==> src/rtl/ram_burst_reader.sv <==
// Burst read initiator for a synchronous-read RAM port: issues back-to-back
// reads, captures returned words into a 2-entry buffer and streams them out
// on a valid/ready interface with full backpressure.
module ram_burst_reader #(
    parameter int unsigned ADDR_WIDTH = 6,
    parameter int unsigned DATA_WIDTH = 14
) (
    input  logic                  clk,
    input  logic                  rst,
    input  logic                  req_valid,
    output logic                  req_ready,
    input  logic [ADDR_WIDTH-1:0] req_addr,
    input  logic [ADDR_WIDTH:0]   req_len,
    output logic [ADDR_WIDTH-1:0] mem_addr,
    input  logic [DATA_WIDTH-1:0] mem_data,
    output logic                  out_valid,
    input  logic                  out_ready,
    output logic [DATA_WIDTH-1:0] out_data,
    output logic                  out_last,
    output logic                  busy
);

    localparam int unsigned LEN_WIDTH = ADDR_WIDTH + 1;

    typedef enum logic [1:0] {
        IDLE  = 2'd0,
        READ  = 2'd1,
        DRAIN = 2'd2
    } state_t;

    state_t                 state;
    logic [LEN_WIDTH-1:0]   issue_left;
    logic [LEN_WIDTH-1:0]   beats_left;
    logic                   inflight;
    logic [1:0]             count;
    logic [DATA_WIDTH-1:0]  spill;

    logic                   pop_c;
    logic                   issue_c;
    logic                   accept_c;
    logic [2:0]             occ_c;
    logic [1:0]             count_n_c;
    logic [LEN_WIDTH-1:0]   beats_left_n_c;

    // Issue gating: a read may go out only if its word is guaranteed a buffer slot.
    always_comb begin
        pop_c          = out_valid & out_ready;
        occ_c          = 3'(count) + 3'(inflight) - 3'(pop_c);
        issue_c        = (state == READ) && (issue_left != '0) && (occ_c <= 3'd1);
        accept_c       = (state == IDLE) && req_valid && (req_len != '0);
        count_n_c      = count + 2'(inflight) - 2'(pop_c);
        beats_left_n_c = accept_c ? req_len : (beats_left - LEN_WIDTH'(pop_c));
    end

    // Control FSM: request acceptance, read address generation, burst completion.
    always_ff @(posedge clk) begin
        if (rst) begin
            state      <= IDLE;
            mem_addr   <= '0;
            issue_left <= '0;
            req_ready  <= 1'b1;
            busy       <= 1'b0;
        end else begin
            case (state)
                IDLE: begin
                    if (accept_c) begin
                        mem_addr   <= req_addr;
                        issue_left <= req_len;
                        state      <= READ;
                        req_ready  <= 1'b0;
                        busy       <= 1'b1;
                    end
                end
                READ: begin
                    if (issue_c) begin
                        mem_addr   <= mem_addr + ADDR_WIDTH'(1);
                        issue_left <= issue_left - LEN_WIDTH'(1);
                        if (issue_left == LEN_WIDTH'(1)) begin
                            state <= DRAIN;
                        end
                    end
                end
                DRAIN: begin
                    if (pop_c && out_last) begin
                        state     <= IDLE;
                        req_ready <= 1'b1;
                        busy      <= 1'b0;
                    end
                end
                default: begin
                    state     <= IDLE;
                    req_ready <= 1'b1;
                    busy      <= 1'b0;
                end
            endcase
        end
    end

    // Return path: capture read data one cycle after issue into a 2-entry FIFO whose head is out_data.
    always_ff @(posedge clk) begin
        if (rst) begin
            inflight   <= 1'b0;
            count      <= 2'd0;
            beats_left <= '0;
            out_valid  <= 1'b0;
            out_last   <= 1'b0;
            out_data   <= '0;
            spill      <= '0;
        end else begin
            inflight   <= issue_c;
            count      <= count_n_c;
            beats_left <= beats_left_n_c;
            out_valid  <= (count_n_c != 2'd0);
            out_last   <= (count_n_c != 2'd0) && (beats_left_n_c == LEN_WIDTH'(1));
            if (inflight) begin
                if (pop_c) begin
                    if (count == 2'd2) begin
                        out_data <= spill;
                        spill    <= mem_data;
                    end else begin
                        out_data <= mem_data;
                    end
                end else if (count == 2'd0) begin
                    out_data <= mem_data;
                end else begin
                    spill <= mem_data;
                end
            end else if (pop_c) begin
                out_data <= spill;
            end
        end
    end

endmodule

==> config.mk <==
export PLATFORM = sky130hd
export DESIGN_NAME = ram_burst_reader
export DESIGN_NICKNAME = d
export VERILOG_FILES = /design/src/rtl/ram_burst_reader.sv
export SDC_FILE = /design/constraint.sdc
export NUM_CORES = 1
export LEC_CHECK = 0
export CAP_MARGIN = 15
export CORE_ASPECT_RATIO = 1.5
export CORE_MARGIN = 3
export CORE_UTILIZATION = 51
export DETAILED_ROUTE_END_ITERATION = 8
export PLACE_DENSITY = 0.82
export REMOVE_ABC_BUFFERS = 1
export SKIP_CTS_REPAIR_TIMING = 1
export SLEW_MARGIN = 15
export SYNTH_ARGS = -nofsm -noshare
export SYNTH_HDL_FRONTEND = slang
export SYNTH_SLANG_ARGS = --single-unit
==> constraint.sdc <==
create_clock -name clk -period 3.6 [get_ports clk]
set_input_delay 0.72 -clock clk [delete_from_list [all_inputs] [get_ports clk]]
set_output_delay 0.72 -clock clk [all_outputs]
set_load 0.01 [all_outputs]
==> results of run 1 <==
-- flip-flops by register name, indices dropped and copies added, names as in the netlist --
register,count
out_last,1
out_data,14
inflight,1
state,2
beats_left,7
count,2
mem_addr,6
issue_left,7
busy,1
req_ready,1
spill,14
out_valid,1
-- area by class of cell --
type,count,area [sq um]
clock buffers,11,141
clock inverters,5,78.8
fillers,384,1460
inverters,4,15.0
multi-input cells,231,1480
flip-flops and latches,57,1140
well taps,66,82.6
repair buffers,63,603
-- power groups by stage --
stage	Sequential, mW	Clock [mW]	Combinational [mW]
after floorplan	0.863	0	0.379
after global placement	0.841	0	0.686
after detailed placement	0.845	0	0.704
after CTS	0.832	0.672	0.708
after global routing	0.849	0.699	0.780
final	0.833	0.663	0.705
-- final timing paths --
path | from | endpoint | slack [ps]
worst max register to register | out_valid$_SDFF_PP0_ | mem_addr[0]$_SDFFE_PP0P_ | 850
worst min-delay path | issue_left[1]$_SDFFE_PP0P_ | issue_left[1]$_SDFFE_PP0P_ | 480
worst min register to register | issue_left[1]$_SDFFE_PP0P_ | issue_left[1]$_SDFFE_PP0P_ | 480
worst max-delay path | out_ready | mem_addr[0]$_SDFFE_PP0P_ | 390
-- logic make-up (layout without fill, tap and decap cells) --
family          Yosys count  in the layout  share of synthesized area [%]
simple gates            122            122                           21.3
compound gates           67             67                           16.8
flops                    57             57                           42.0
mux                      28             28                           10.3
buf+inv                  20             83                           3.69
fa+ha+maj                 7              7                           3.50
xor+xnor                  7              7                           2.26
-- critical path, stage by stage --
cell	delay [ps]
clkdlybuf4s50_1	470
nand2_1	100
or2_1	240
nand2_1	80
ha_1	160
fa_1	450
a2111o_1	460
and2_1	290
or3_1	340
a31oi_1	150
-- cell usage in the layout (no fill, tap or decap), types with 9 or more instances in the layout --
cell type,count
mux2i_1,28
a21oi_1,19
o21ai_0,9
nor2_1,47
a211oi_1,18
dfxtp_1,57
buf_4,9
nand2_1,33
clkdlybuf4s50_1,53
clkbuf_8,10
-- cells in the mapped netlist (2+ instances only) --
cell type,n
nor4b_1,2
o21ai_0,9
o32ai_1,2
nor4_1,2
xnor2_1,3
a21oi_2,3
xor2_1,4
inv_1,4
nand2_1,33
nor2_1,47
mux2i_1,28
buf_6,3
or3_1,2
o21ai_2,4
a21oi_1,19
nor3_1,6
nor2b_1,6
nand2b_1,5
and2_1,2
ha_1,6
dfxtp_1,57
a31oi_1,4
nand3b_1,4
buf_2,2
a211oi_1,18
nand3_1,5
clkbuf_1,11
-- metal layers --
metal | global-route usage (%) | vias up
li1 | - | 1206
met1 | 24.5 | 1111
met2 | 38.9 | 64
met3 | 5.07 | 9
met4 | 9.17 | 0
met5 | 0 | -
-- per-stage QoR --
| stage | setup WS (ps) | power [mW] | hold slack (ps) | utilization [%] |
|---|---|---|---|---|
| CTS | 403 | 2.21 | 479 | 70.8 |
| finish | 392 | 2.20 | 478 | 70.8 |
| floorplan | 531 | 1.24 | 439 | - |
| detailed placement | 50.6 | 1.55 | 470 | 66.4 |
| global route | 263 | 2.33 | 511 | 70.8 |
| global placement | 118 | 1.53 | 463 | 66.4 |
==> flow_summary.yaml, run 1 <==
clock_network:
  cts_num_sinks: 57
  clock-root-buffer: "clkbuf_8"
  cts.htree.levels: 3
  ctsLongestPathBuffers: 2
  cts.clk_slew.worst_paths_ps: 60
  cts_tree: "done"
  cts_made_buffers: 9
  clkLatencyLatePin_ps: 330
die:
  die_w_um: 65.6
  ios: 55
  die_h_um: 95.3
  coreArea_sq_um: 5000
  start_util_pct: 54.2
  die-area_sq_um: 6250
  std_cell_rows: 31
place:
  dpl_cell_area_sq_um: 3320
  placed_cells: 421
  gp_congestion: 0.847
  dp_hpwl_mm: 4.35
  portBuffers: 54
pwr:
  p_switching_mw: 0.701
  combPwrFrac_pct: 32.0
  p_seq_share_pct: 37.9
  p_sw_share_pct: 31.9
  power.internal_mw: 1.50
  cellLeakagePower_nw: 1.37
  vdd_drop_max_v: 0.000364
  powerDensity_nw_per_um2: 621
  clkPwrFrac_pct: 30.1
synthesis:
  synth.distinct_cells: 44
  syn_avg_cell_area_sq_um: 8.81
  synth_ff_type: "dfxtp_1"
  synth-seq-cells: 57
  seq_area_frac_synth_pct: 42.0
  async_flop_share_pct: 0
  synth_enable_flop_cells: 0
  yosysTopAreaCell: "dfxtp_1"
  synth_area_sq_um: 2710
  netlist.area_leader.share_pct: 42.0
  synthTopCellsByArea: "dfxtp_1 42%, mux2i_1 10%, nor2_1 6.5%, a211oi_1 5.0%, nand2_1 4.6%"
  synth_warnings: 0
  synthCells: 308
worst_setup_path:
  timing.critical_path.fanout_max: 10
  cp-start-kind: "input port"
  worstSetupPathType: "input port to flop"
  required_ps: 3860
  reg2reg_depth: 9
  crit_path_end_kind: "flop"
  crit_arrival_ps: 3470
timing:
  report.final.slew_viol_count: 0
  final.setup.tns_ps: 0
  finalClockSkew_ps: 6.96
  setup_violations: 0
  max_freq_mhz: 312
  rsz0062_at_grt: "false"
  tightest_slew_ps: 864
  finalCritPeriodShare_pct: 89.1
  finalHoldViolCount: 0
  slew_headroom_pct: 42.4
  fin_crit_ps: 3210
finish:
  area_growth_pct: 30.5
  diodes: 0
  fin_area_sq_um: 3540
  fin_cells: 437
  drive_above_1_share_pct: 10.2
  nets: 404
detailed_routing:
  vias: 2390
  dr.pass1.iters: 4
  wl_per_cell_um: 14.3
  viasPerCell: 5.47
  met2_length_mm: 3.20
  drt-met1-wl_mm: 2.70
  wl_met3_um: 262
  drtIter0Drc: 95
  wirelength_mm: 6.26
  ant_nets: 0
  topRoutingLayerUsed: "met4"
  drc: 0
global_routing:
  track_usage_pct: 21.8
  grt_antenna_before_repair: 0
  grt_remaining_overflow: 0
  grt_first_pass_wirelength_mm: 10.5
  grt_pass1_vias: 2322
  grt_max_degree: 34
run:
  drv_cap: 0
hold_path:
  hold_path_class: "flop to flop"
  holdPathStages: 2
outcome:
  status: "complete, no violations"
Note: power is estimated with default switching activity, not from simulation.
==> run 2: changes to the inputs <==
--- a/config.mk
+++ b/config.mk
@@ -10,9 +10,10 @@
 export CORE_MARGIN = 3
 export CORE_UTILIZATION = 51
 export DETAILED_ROUTE_END_ITERATION = 8
-export PLACE_DENSITY = 0.82
+export PLACE_DENSITY = 0.79
 export REMOVE_ABC_BUFFERS = 1
 export SKIP_CTS_REPAIR_TIMING = 1
+export SKIP_LAST_GASP = 1
 export SLEW_MARGIN = 15
 export SYNTH_ARGS = -nofsm -noshare
 export SYNTH_HDL_FRONTEND = slang
==> flow_summary.yaml, run 2 (synthesis results as in run 1) <==
finish:
  drive_above_1_share_pct: 9.76
  fin_cells: 435
  regArea_sq_um: 1140
  area_growth_pct: 29.6
  reg_top3: "out_data (14), spill (14)"
  mostFrequentLayoutCell: "dfxtp_1"
  n_fill_cell: 386
  layout_common_cells: "57 x dfxtp_1, 53 x clkdlybuf4s50_1, 47 x nor2_1"
  nets: 402
  multiInputGateArea_sq_um: 1480
  diodes: 0
  fin_util_pct: 70.3
die:
  ios: 55
  die_h_um: 95.3
  std_cell_rows: 31
  start_util_pct: 54.2
  die_w_um: 65.6
  die-area_sq_um: 6250
  coreArea_sq_um: 5000
clock_network:
  cts_made_buffers: 9
  cts_tree: "done"
  cts.htree.levels: 3
  clkLatencyLatePin_ps: 340
  clock-root-buffer: "clkbuf_8"
  cts_num_sinks: 57
  ctsLongestPathBuffers: 2
  cts.clk_slew.worst_paths_ps: 60
worst_setup_path:
  worstSetupPathType: "input port to flop"
  cp-endpoint: "issue_left[3]$_SDFFE_PP0P_"
  path_buf_inv: 2
  crit_chain: "clkdlybuf4s50_1, nand2_1, or2_1, nand2_1, ha_1, fa_1, a2111o_1, and2_1, buf_4, o21ai_0, a21oi_1"
  crit_path_end_kind: "flop"
  timing.rr.end: "issue_left[3]$_SDFFE_PP0P_"
  crit_arrival_ps: 3420
  reg2reg_depth: 10
  reg2reg_from: "out_valid$_SDFF_PP0_"
  critPathSlowestCell: "clkdlybuf4s50_1"
  crit_start: "out_ready"
  crit_family: "compound AO/OA/AOI/OAI gates"
  critical_path_depth: 11
  cp-start-kind: "input port"
  cpPeakStageDelay_ps: 510
  timing.critical_path.fanout_max: 8
  regToRegSetupSlack_ps: 880
  crit_top_cell: "nand2_1"
  required_ps: 3780
global_routing:
  grt_pass1_vias: 2267
  grt_antenna_before_repair: 0
  grt_remaining_overflow: 0
  grt_first_pass_wirelength_mm: 10.0
  grt_max_degree: 45
  track_usage_pct: 20.7
timing:
  whs_ps: 475
  max_freq_mhz: 309
  setup_violations: 0
  rsz0062_at_grt: "false"
  slew_headroom_pct: 39.7
  fin_crit_ps: 3230
  report.final.slew_viol_count: 0
  finalCritPeriodShare_pct: 89.8
  final.setup.tns_ps: 0
  finalHoldViolCount: 0
  tightest_slew_ps: 903
  finalClockSkew_ps: 10.7
detailed_routing:
  vias: 2396
  dr.pass1.iters: 4
  wirelength_mm: 6.12
  viasPerCell: 5.51
  drtIter0Drc: 172
  drc: 0
  ant_nets: 0
  wl_per_cell_um: 14.1
hold_path:
  hold_path_class: "flop to flop"
place:
  dp_hpwl_mm: 4.24
  gp_congestion: 0.881
  placed_cells: 419
  portBuffers: 54
pwr:
  vdd_drop_max_v: 0.000398
  cellLeakagePower_nw: 1.35
  powerDensity_nw_per_um2: 619
run:
  drv_cap: 0
outcome:
  status: "complete, no violations"
## run 2: cell types whose count changed in the layout (fill, tap and decap cells not counted)
cell and delta:
buf_4 -2, clkbuf_8 -1, clkinv_2 +1, clkinv_4 -1, clkinvlp_4 +1
## run 2: layout make-up
type | count | share of cell area (%)
clock buffers | 10 | 3.63
clock inverters | 6 | 2.35
inverters | 4 | 0.427
multi-input cells | 231 | 42.1
flip-flops and latches | 57 | 32.5
well taps | 66 | 2.35
repair buffers | 61 | 16.7
## run 2: per-stage QoR
stage / area, sq um / power [mW] / worst slack, ps
6_report: 3520 / 2.18 / 366
5_1_grt: 3520 / 2.32 / 229
4_1_cts: 3520 / 2.19 / 391
3_5_place_dp: 3310 / 1.55 / 35.1
3_3_place_gp: 3310 / 1.53 / 104
2_1_floorplan: 2630 / 1.24 / 531
## run 2: power by group
part / internal, mW / leakage, nW / switching, mW
Sequential: 0.746 / 0.466 / 0.0854
Combinational: 0.347 / 0.780 / 0.355
Clock: 0.386 / 0.106 / 0.256
## run 2: worst min path at each step
| stage | from | cells past startpoint | endpoint | slack, ps |
|---|---|---|---|---|
| after floorplan | issue_left[1]$_SDFFE_PP0P_ | 2 | issue_left[1]$_SDFFE_PP0P_ | 440 |
| after CTS | issue_left[1]$_SDFFE_PP0P_ | 2 | issue_left[1]$_SDFFE_PP0P_ | 470 |
| after global routing | issue_left[1]$_SDFFE_PP0P_ | 2 | issue_left[1]$_SDFFE_PP0P_ | 510 |
| after global placement | issue_left[1]$_SDFFE_PP0P_ | 2 | issue_left[1]$_SDFFE_PP0P_ | 460 |
| final | issue_left[1]$_SDFFE_PP0P_ | 2 | issue_left[1]$_SDFFE_PP0P_ | 480 |
| after detailed placement | issue_left[1]$_SDFFE_PP0P_ | 2 | issue_left[1]$_SDFFE_PP0P_ | 460 |
## run 2: worst reg2reg max path: stages (launching register included)
cell and delay (ps):
dfxtp_1 380, nand2_1 130, or2_1 280, nand2_1 80
ha_1 150, fa_1 460, a2111o_1 460, and2_1 210
buf_4 170, o21ai_0 180, a21oi_1 90
## run 2: layer usage
layer	vias up	part of all wire [%]	global-route usage [%]
met5	-	0	0
met4	0	2.1	9.00
met3	12	4.1	6.49
met2	69	51	34.3
met1	1113	43	24.4
li1	1202	-	-
==> run 3: changes to the inputs <==
--- a/config.mk
+++ b/config.mk
@@ -7,7 +7,7 @@
 export LEC_CHECK = 0
 export CAP_MARGIN = 15
 export CORE_ASPECT_RATIO = 1.5
-export CORE_MARGIN = 3
+export CORE_MARGIN = 2
 export CORE_UTILIZATION = 51
 export DETAILED_ROUTE_END_ITERATION = 8
 export PLACE_DENSITY = 0.79
==> flow_summary.yaml, run 3 (synthesis results as in run 1) <==
worst_setup_path:
  cp-start-kind: "input port"
  crit_chain: "clkdlybuf4s50_1, nand2_1, or2_1, nand2_1, ha_1, fa_1, a2111o_1, and2_1, buf_4, o21ai_0, a21oi_1"
  reg2reg_depth: 10
  cpPeakStageDelay_ps: 520
  required_ps: 3810
  critical_path_depth: 11
  crit_path_end_kind: "flop"
  crit_top_cell: "nand2_1"
  path_buf_inv: 2
  crit_family: "compound AO/OA/AOI/OAI gates"
  timing.critical_path.fanout_max: 8
  crit_arrival_ps: 3400
  worstSetupPathType: "input port to flop"
  critPathSlowestCell: "clkdlybuf4s50_1"
finish:
  nets: 401
  layout_common_cells: "57 x dfxtp_1, 53 x clkdlybuf4s50_1, 47 x nor2_1"
  diodes: 0
  area_growth_pct: 29.6
  fin_cells: 436
  mostFrequentLayoutCell: "dfxtp_1"
  fin_util_pct: 68.7
  reg_top3: "out_data (14), spill (14)"
  drive_above_1_share_pct: 9.78
  fin_area_sq_um: 3520
detailed_routing:
  wl_met3_um: 230
  dr.pass1.iters: 4
  vias: 2404
  drt-met1-wl_mm: 2.57
  drtIter0Drc: 109
  wirelength_mm: 6.07
  drc: 0
  ant_nets: 0
  wl_per_cell_um: 13.9
  met2_length_mm: 3.12
  viasPerCell: 5.51
  topRoutingLayerUsed: "met4"
place:
  dpl_cell_area_sq_um: 3300
  dp_hpwl_mm: 4.25
  placed_cells: 420
  dp_slack_ps: 35.5
  portBuffers: 54
  gp_congestion: 0.825
die:
  ios: 55
  start_util_pct: 53.0
  std_cell_rows: 32
  die_w_um: 63.6
  die_h_um: 93.3
  coreArea_sq_um: 5120
  die-area_sq_um: 5930
timing:
  finalCritPeriodShare_pct: 88.7
  tightest_slew_ps: 853
  max_freq_mhz: 313
  report.final.slew_viol_count: 0
  finalClockSkew_ps: 8.74
  whs_ps: 489
  slew_headroom_pct: 43.1
  fin_crit_ps: 3190
  final.setup.tns_ps: 0
  rsz0062_at_grt: "false"
  finalHoldViolCount: 0
  postLayoutSetupSlackWorst_ps: 408
  setup_violations: 0
clock_network:
  cts_made_buffers: 9
  cts_num_sinks: 57
  cts.htree.levels: 3
  clock-root-buffer: "clkbuf_8"
  cts.clk_slew.worst_paths_ps: 70
  ctsLongestPathBuffers: 2
  cts_tree: "done"
  clkLatencyLatePin_ps: 360
hold_path:
  hold_path_class: "flop to flop"
  holdPathStages: 2
run:
  drv_cap: 0
pwr:
  vdd_drop_max_v: 0.000427
  power_mw: 2.20
  cellLeakagePower_nw: 1.35
  powerDensity_nw_per_um2: 624
global_routing:
  grt_pass1_vias: 2285
  grt_remaining_overflow: 0
  grt_antenna_before_repair: 0
  grt_first_pass_wirelength_mm: 10.2
  track_usage_pct: 22.0
  grt_max_degree: 44
outcome:
  status: "complete, no violations"
[run 3: cell count changes in the layout (fill, tap and decap cells not counted), sizes merged]
cell,change
buf,-1
clkinv,-1
clkbuf,-1
inv,+1
clkinvlp,+1
[run 3: metal layers]
layer / up-vias / track usage (%)
met5: - / 0
met2: 53 / 39.5
li1: 1206 / -
met4: 0 / 12.5
met3: 10 / 3.61
met1: 1135 / 24.1
[run 3: area by class of cell]
cell class | count | area (sq um)
clock inverter | 7 | 93.8
multi-input combinational | 231 | 1480
timing repair buffer | 60 | 581
inverter | 4 | 15.0
tap | 68 | 85.1
sequential | 57 | 1140
clock buffer | 9 | 124
fill | 435 | 1610
[run 3: worst register-to-register path: stages, from the launching register on]
cell      delay [ps]
dfxtp_1          380
nand2_1          100
or2_1            270
nand2_1           80
ha_1             160
fa_1             460
a2111o_1         460
and2_1           220
buf_4            170
o21ai_0          180
a21oi_1           90
[run 3: report_power, final]
| group | total (mW) | internal [mW] | switching (mW) |
|---|---|---|---|
| combinational | 0.698 | 0.345 | 0.353 |
| clock | 0.667 | 0.389 | 0.278 |
| sequential | 0.832 | 0.745 | 0.0866 |
[run 3: final timing paths]
kind                                            startpoint                          to  slack [ps]
worst max-delay path                             out_ready  issue_left[5]$_SDFFE_PP0P_         410
worst min-delay path            issue_left[1]$_SDFFE_PP0P_  issue_left[1]$_SDFFE_PP0P_         490
worst max register to register        out_valid$_SDFF_PP0_  issue_left[5]$_SDFFE_PP0P_         910
worst min register to register  issue_left[1]$_SDFFE_PP0P_  issue_left[1]$_SDFFE_PP0P_         490
